--- config.mk ---
export PLATFORM = sky130hd
export DESIGN_NAME = io_handshake_ctrl
export DESIGN_NICKNAME = d
export VERILOG_FILES = /design/src/rtl/io_handshake_ctrl.sv
export SDC_FILE = /design/constraint.sdc
export NUM_CORES = 1
export LEC_CHECK = 0
export CORE_MARGIN = 10
export CORE_UTILIZATION = 37
export DETAILED_ROUTE_END_ITERATION = 10
export PLACE_DENSITY = 0.81
export SLEW_MARGIN = 20
export SYNTH_ARGS = -nofsm -noshare
export SYNTH_HDL_FRONTEND = slang
export SYNTH_SLANG_ARGS = --single-unit
--- constraint.sdc ---
create_clock -name clk -period 1.65 [get_ports clk]
set_input_delay 0.495 -clock clk [delete_from_list [all_inputs] [get_ports clk]]
set_output_delay 0.495 -clock clk [all_outputs]
set_load 0.005 [all_outputs]
--- src/rtl/io_handshake_ctrl.sv ---
// io_handshake_ctrl
// Character I/O handshake controller for a small accumulator CPU.
// An input FSM tracks whether the input register holds an unread character
// (FGI). An output FSM tracks whether the output register is free (FGO).
// A bounded wait counter limits how long a character can wait for the output
// device, and a sticky error flag records any output protocol fault.
// Interrupt enable and request logic sits on top of both flags.
//
// Input FSM
//   state   | meaning
//   I_EMPTY | input register free, device may deliver a character
//   I_FULL  | character waiting for the CPU (FGI=1)
//
// Output FSM
//   state   | meaning
//   O_IDLE  | output register free, CPU may issue OUT (FGO=1)
//   O_SEND  | character presented to the device, waiting for ready

module io_handshake_ctrl #(
    parameter logic [7:0] TIMEOUT = 8'd200
) (
    input  logic       clk,
    input  logic       reset,

    input  logic       dev_in_valid,
    input  logic [7:0] dev_in_data,
    output logic       dev_in_ready,
    output logic       inpr_load,
    output logic [7:0] inpr_data,

    input  logic       cpu_inp,
    input  logic       cpu_out,
    output logic       outr_load,
    output logic       dev_out_valid,
    input  logic       dev_out_ready,

    input  logic       cpu_ion,
    input  logic       cpu_iof,
    input  logic       cpu_intack,

    output logic       fgi,
    output logic       fgo,
    output logic       ien,
    output logic       ski,
    output logic       sko,
    output logic       irq,

    output logic       out_err,
    input  logic       err_clr
);

    localparam logic [0:0] I_EMPTY = 1'b0;
    localparam logic [0:0] I_FULL  = 1'b1;

    localparam logic [0:0] O_IDLE  = 1'b0;
    localparam logic [0:0] O_SEND  = 1'b1;

    // Last counter value before the wait is abandoned. A send that sees
    // this value without ready has used up TIMEOUT cycles in O_SEND.
    localparam logic [7:0] WAIT_LAST = TIMEOUT - 8'd1;

    logic [0:0] in_state_q;
    logic [0:0] in_state_d;
    logic [0:0] out_state_q;
    logic [0:0] out_state_d;
    logic [7:0] wait_cnt_q;
    logic [7:0] wait_cnt_d;
    logic       ien_q;
    logic       ien_d;
    logic       out_err_q;
    logic       out_err_d;

    logic       in_empty;
    logic       out_idle;
    logic       in_take;
    logic       out_start;
    logic       out_timeout;
    logic       out_bad_cmd;

    // Decode current states and the strobes that move the FSMs.
    // Strobes are also gated by reset so nothing is loaded while it is held.
    always_comb begin
        in_empty    = (in_state_q == I_EMPTY);
        out_idle    = (out_state_q == O_IDLE);
        in_take     = reset & dev_in_valid & in_empty;
        out_start   = reset & cpu_out & out_idle;
        out_timeout = (out_state_q == O_SEND) & ~dev_out_ready
                      & (wait_cnt_q == WAIT_LAST);
        out_bad_cmd = cpu_out & (out_state_q == O_SEND);
    end

    // Input FSM: a device character fills the register, INP empties it.
    // In I_FULL the device is ignored, even in the cycle INP frees it.
    always_comb begin
        in_state_d = in_state_q;
        case (in_state_q)
            I_EMPTY: begin
                if (dev_in_valid) begin
                    in_state_d = I_FULL;
                end
            end
            I_FULL: begin
                if (cpu_inp) begin
                    in_state_d = I_EMPTY;
                end
            end
            default: in_state_d = I_EMPTY;
        endcase
    end

    // Output FSM: OUT starts a send, device ready or timeout ends it.
    always_comb begin
        out_state_d = out_state_q;
        case (out_state_q)
            O_IDLE: begin
                if (cpu_out) begin
                    out_state_d = O_SEND;
                end
            end
            O_SEND: begin
                if (dev_out_ready || out_timeout) begin
                    out_state_d = O_IDLE;
                end
            end
            default: out_state_d = O_IDLE;
        endcase
    end

    // Wait counter: cleared on send start, counts while waiting for ready.
    // The terminal compare ends the send before the counter could wrap.
    always_comb begin
        wait_cnt_d = wait_cnt_q;
        if (out_idle) begin
            if (cpu_out) begin
                wait_cnt_d = 8'd0;
            end
        end else if (!dev_out_ready && !out_timeout) begin
            wait_cnt_d = wait_cnt_q + 8'd1;
        end
    end

    // Sticky output error: timeout or OUT while busy; set beats clear.
    always_comb begin
        out_err_d = out_err_q;
        if (out_timeout || out_bad_cmd) begin
            out_err_d = 1'b1;
        end else if (err_clr) begin
            out_err_d = 1'b0;
        end
    end

    // Interrupt enable: acknowledge over disable over enable.
    always_comb begin
        ien_d = ien_q;
        if (cpu_intack) begin
            ien_d = 1'b0;
        end else if (cpu_iof) begin
            ien_d = 1'b0;
        end else if (cpu_ion) begin
            ien_d = 1'b1;
        end
    end

    // State registers with asynchronous active-low reset.
    always_ff @(posedge clk or negedge reset) begin
        if (!reset) begin
            in_state_q  <= I_EMPTY;
            out_state_q <= O_IDLE;
            wait_cnt_q  <= 8'd0;
            ien_q       <= 1'b0;
            out_err_q   <= 1'b0;
        end else begin
            in_state_q  <= in_state_d;
            out_state_q <= out_state_d;
            wait_cnt_q  <= wait_cnt_d;
            ien_q       <= ien_d;
            out_err_q   <= out_err_d;
        end
    end

    // Outputs, all derived from registered state or the gated strobes.
    always_comb begin
        fgi           = (in_state_q == I_FULL);
        fgo           = out_idle;
        dev_in_ready  = in_empty;
        dev_out_valid = (out_state_q == O_SEND);
        inpr_load     = in_take;
        inpr_data     = dev_in_data;
        outr_load     = out_start;
        ien           = ien_q;
        ski           = fgi;
        sko           = fgo;
        irq           = ien_q & (fgi | fgo);
        out_err       = out_err_q;
    end

endmodule

==> results of run 1 <==
-- cell usage in the layout, fill, tap and decap left out, types with 3 or more instances in the layout --
master           Yosys  layout
a21oi_1              5       4
buf_4               10      12
clkbuf_4             0       3
clkdlybuf4s50_1      0       5
dfrtp_1             12      11
dlygate4sd2_1        0      10
inv_1                4       4
nand2_1              3       3
nand3_1              4       4
nand4_1              3       3
nor2_1               6       6
nor3_1               3       3
o21ai_0              6       6
-- through the flow --
stage | hold slack [ns] | power (W) | setup WS [ns]
floorplan | 0.199 | 0.000439 | 0.137
global placement | 0.510 | 0.000541 | -0.594
detailed placement | 0.516 | 0.000547 | -0.630
CTS | 0.307 | 0.000725 | -0.0136
global route | 0.315 | 0.000771 | -0.0539
finish | 0.306 | 0.000717 | -0.00355
-- flip-flops by register name (all words and copies together), names as in the netlist --
register / cells
dev_out_valid: 1
fgi: 1
ien: 1
out_err: 1
wait_cnt_q: 8
-- what timing repair did --
action	in CTS	in global routing
buffers inserted	2	1
resized for setup	25	7
endpoints found under the setup margin	11	6
pin swaps	1	3
-- how the worst max path moves through the flow --
stage / cells after the start / to / start
after floorplan: 5 / wait_cnt_q[7]$_DFFE_PN0P_ / wait_cnt_q[0]$_DFFE_PN0P_
after detailed placement: 4 / outr_load / cpu_out
after global placement: 4 / outr_load / cpu_out
after CTS: 4 / outr_load / dev_out_valid$_DFF_PN0_
after global routing: 4 / outr_load / dev_out_valid$_DFF_PN0_
final: 4 / outr_load / dev_out_valid$_DFF_PN0_
-- metal layers --
metal | share of wire (%) | global-route usage, % | vias up
met2 | 56 | 14.9 | 20
met4 | 3.2 | 7.54 | 0
met5 | 0 | 0 | -
met1 | 37 | 8.77 | 291
li1 | - | - | 298
met3 | 4.4 | 1.43 | 7
-- layout make-up --
type	instances	area [um2]	area share, %
Clock buffer	3	22.5	2.37
Inverter	4	15.0	1.58
Multi-Input combinational cell	47	294	31.0
Sequential cell	12	302	31.8
Tap cell	25	31.3	3.29
Timing Repair Buffer	33	285	30.0
-- power groups by stage --
| stage | clock, W | sequential [W] | combinational [W] |
|---|---|---|---|
| final | 0.000176 | 0.000350 | 0.000191 |
| after floorplan | 0 | 0.000353 | 0.0000859 |
| after global placement | 0 | 0.000353 | 0.000188 |
| after global routing | 0.000205 | 0.000355 | 0.000210 |
| after CTS | 0.000187 | 0.000349 | 0.000190 |
| after detailed placement | 0 | 0.000355 | 0.000192 |
-- cell families after synthesis --
family,share of synthesized area (%)
simple gates,25.3
compound gates,11.3
buf+inv,13.6
flops,45.3
xor+xnor,2.64
fa+ha+maj,1.89
==> results_dict.tcl, run 1 <==
set metrics [dict create \
    synthTopCellsByArea "dfrtp_1, buf_4, o21ai_0" \
    core-area_um2 1710 \
    placed_area_um2 895 \
    tightest_slew_ns 0.356 \
    switching_share_pct 27.6 \
    drc 0 \
    fin_skew_ns 0.00569 \
    syn-cell-area_um2 663 \
    crit_buf_inv 2 \
    p_seq_share_pct 48.8 \
    htreeDepth 1 \
    yosysMostFrequentCell "dfrtp_1" \
    synth_edf_count 0 \
    finalSetupViolCount 1 \
    hold_buffers 0 \
    grt_overflow 0 \
    reg2reg_depth 8 \
    avgViaCountPerCell 4.97 \
    p_sw_w 0.000198 \
    antenna_left 0 \
    comb_power_share_pct 26.6 \
    path_cells "buf_6 > nor2b_4 > and2_4 > buf_6" \
    dr.pass1.iters 4 \
    async_reset_ff_share_pct 100 \
    clk_pin_slew_ns 0.07 \
    antenna_found_initial 0 \
    io_pins 37 \
    rr_startpoint "dev_out_valid$_DFF_PN0_" \
    crit_path_max_incr_delay_ns 0.43 \
    ir_drop_v 0.000370 \
    grtUsageTotal_pct 8.62 \
    final_max_slew_viol_count 0 \
    post-place-cells 118 \
    finalCritPeriodShare_pct 100 \
    start_kind "register" \
    clock.fmax_mhz 605 \
    fin_util_pct 55.6 \
    slew-limit-headroom_pct 76.1 \
    die_w_um 62.3 \
    placementRows 15 \
    finalHoldViolations 0 \
    leakagePower_nw 0.469 \
    drive_above_1_share_pct 26.3 \
    grt_pass1_vias 596 \
    yosys_warnings 0 \
    status "finished with violations" \
    final_cells 124 \
    crit_path_max_fanout 4 \
    setup_slack_ns -0.00355 \
    synth_ff_type "dfrtp_1" \
    r2r-end "wait_cnt_q[5]$_DFFE_PN0P_" \
    synthCells 73 \
    num_antenna_cells 0 \
    die_height_um 62.3 \
    violations "setup timing" \
    yosys.area.top_type_share_pct 45.3 \
    final_cell_area_um2 950 \
    port_buffers 20 \
    wl_per_cell_um 13.1 \
    cp.required_ns 1.15 \
    grt_pass1_wl_um 2750 \
    synth_cell_type_count 24 \
    fin_setup_tns_ns -0.00355 \
    syn2layout_area_growth_pct 43.2 \
    synthTopCellsByCount "dfrtp_1, buf_4, nor2_1, o21ai_0, a21oi_1" \
    reg2reg_slack_ns 0.12 \
    worstPathArrival_ns 1.16 \
    hpwl_um 1270 \
    nFillCells 129 \
    power.internal_w 0.000519 \
    vias 616 \
    clk_latency_ns 0.28 \
    grt_max_degree 9 \
    period_minus_slack_ns 1.65 \
    nets 120 \
    clock_path_buffers 2 \
    powerDensity_nw_per_um2 755 \
    rsz0062_at_grt "true" \
    cts.sink_count 12 \
    initial_core_util_pct 38.8 \
    finalWeightedCongestion 0.815 \
    clockPowerShare_pct 24.6 \
    routed_wl_um 1620 \
    cts_buffers 3 \
    crit_path_end_kind "output port" \
    ys_seq_elements 12 \
    drtIter0Drc 19 \
    yosysSeqAreaShare_pct 45.3 \
    holdCritPathClass "in2async" \
    tritoncts "yes" \
    critPathTopFamily "flip-flops" \
    slowest_stage "dfrtp_2" \
    yosys.area.top_type "dfrtp_1" \
    path_class "reg2out" \
    max_cap_viol_count 0 \
    crit_path_frequent_cell "buf_6" \
    cts_root_buf "clkbuf_4" \
    dieArea_um2 3890 \
    syn_nets 92 \
    syn_avg_cell_area_um2 9.08 \
]
No activity file was read; power rests on OpenSTA's default activity.
==> inputs of run 2 (changes only) <==
--- a/config.mk
+++ b/config.mk
@@ -5,7 +5,7 @@
 export SDC_FILE = /design/constraint.sdc
 export NUM_CORES = 1
 export LEC_CHECK = 0
-export CORE_MARGIN = 10
+export CORE_MARGIN = 1
 export CORE_UTILIZATION = 37
 export DETAILED_ROUTE_END_ITERATION = 10
 export PLACE_DENSITY = 0.81
==> results_dict.tcl, run 2 (synthesized netlist as in run 1, its figures left out) <==
set metrics [dict create \
    fin_setup_tns_ns 0 \
    final_cells 122 \
    detailedPlace.worstSlack_ns -0.654 \
    ir_drop_v 0.000648 \
    critPathTopFamily "flip-flops" \
    powerDensity_nw_per_um2 841 \
    die_w_um 44.3 \
    final_cell_area_um2 946 \
    slowest_stage "dfrtp_1" \
    dr_wl_met2_um 791 \
    reg2reg_slack_ns 0.08 \
    clock.fmax_mhz 609 \
    met1Wirelength_um 646 \
    grt_overflow 0 \
    drtIter0Drc 4 \
    largest_register_ffs 8 \
    clk_latency_ns 0.29 \
    syn2layout_area_growth_pct 42.6 \
    clk_pin_slew_ns 0.08 \
    placed_area_um2 871 \
    path_cells "buf_4 > nor2b_4 > and2_1 > buf_2" \
    status "finished, final reports clean" \
    drive_above_1_share_pct 30.6 \
    worstPathArrival_ns 1.15 \
    top_register "wait_cnt_q" \
    crit_path_max_incr_delay_ns 0.39 \
    htreeDepth 1 \
    wl_met3_um 76 \
    cts_buffers 3 \
    leakagePower_nw 0.462 \
    avgViaCountPerCell 5.02 \
    cts_root_buf "clkbuf_4" \
    core-area_um2 1590 \
    tightest_slew_ns 0.296 \
    slew-limit-headroom_pct 80.1 \
    rsz0062_at_grt "true" \
    period_minus_slack_ns 1.64 \
    holdCritPathClass "in2async" \
    wl_per_cell_um 12.6 \
    max_cap_viol_count 0 \
    io_pins 37 \
    layout_commonest_cell "dfrtp_1" \
    reg2reg_depth 5 \
    hpwl_um 1150 \
    finalHoldViolations 0 \
    grt_pass1_wl_um 2710 \
    fin_skew_ns 0.00148 \
    dieArea_um2 1970 \
    path_class "reg2out" \
    start_kind "register" \
    vias 612 \
    grt_pass1_vias 623 \
    grtUsageTotal_pct 19.9 \
    crit_buf_inv 2 \
    setup_slack_ns 0.00894 \
    post-place-cells 114 \
    nets 118 \
    rr_startpoint "wait_cnt_q[0]$_DFFE_PN0P_" \
    r2r-end "wait_cnt_q[7]$_DFFE_PN0P_" \
    antenna_found_initial 0 \
    initial_core_util_pct 41.6 \
    power.total_w 0.000796 \
    hold_buffers 0 \
    die_height_um 44.3 \
    placementRows 14 \
    crit_path_max_fanout 2 \
    final_max_slew_viol_count 0 \
    drc 0 \
    nFillCells 135 \
    clock_path_buffers 2 \
    antenna_left 0 \
    dr.pass1.iters 4 \
    routed_wl_um 1540 \
    crit_path_end_kind "output port" \
    finalWeightedCongestion 0.731 \
    worst-path-stages 4 \
    grt_max_degree 11 \
    mostFrequentLayoutCells "dfrtp_1, buf_4, dlygate4sd2_1" \
    cp.required_ns 1.15 \
    cts.sink_count 12 \
    topRoutingLayerUsed "met4" \
    port_buffers 20 \
    finalSetupViolCount 0 \
    num_antenna_cells 0 \
    finalCritPeriodShare_pct 99.5 \
    tritoncts "yes" \
]
## run 2: worst max-delay path by stage
stage / start / end
5_1_grt: dev_out_valid$_DFF_PN0_ / irq
3_5_place_dp: cpu_out / outr_load
3_3_place_gp: cpu_out / outr_load
2_1_floorplan: wait_cnt_q[0]$_DFFE_PN0P_ / wait_cnt_q[7]$_DFFE_PN0P_
6_report: dev_out_valid$_DFF_PN0_ / outr_load
4_1_cts: dev_out_valid$_DFF_PN0_ / dev_out_valid
## run 2: layout make-up
type | instances | area [um2] | area share [%]
sequential | 12 | 300 | 31.7
multi-input combinational | 47 | 298 | 31.5
timing repair buffer | 31 | 267 | 28.2
clock buffer | 4 | 36.3 | 3.84
tap | 24 | 30.0 | 3.17
inverter | 4 | 15.0 | 1.59
## run 2: timing repair
item                       CTS  global route
setup buffers                3             1
setup endpoints to repair   13            10
pin swaps                    2             1
hold endpoints to repair     0             0
gates resized for setup     28            12
## run 2: routing by layer
layer | track usage [%] | vias to the layer above
met1 | 22.9 | 293
met3 | 6.94 | 2
met5 | 0 | -
met2 | 32.1 | 23
met4 | 11.5 | 0
li1 | - | 294
## run 2: power by group
| group | internal, W | total, W | switching (W) |
|---|---|---|---|
| Combinational | 0.000113 | 0.000200 | 0.0000872 |
| Sequential | 0.000324 | 0.000348 | 0.0000240 |
| Clock | 0.000135 | 0.000248 | 0.000113 |
| Total | 0.000572 | 0.000796 | 0.000224 |
## run 2: per-stage QoR
| step | hold slack [ns] | util [%] |
|---|---|---|
| floorplan | 0.199 | - |
| global placement | 0.512 | 54.6 |
| detailed placement | 0.520 | 54.6 |
| CTS | 0.131 | 58.3 |
| global route | 0.125 | 59.3 |
| finish | 0.131 | 59.3 |
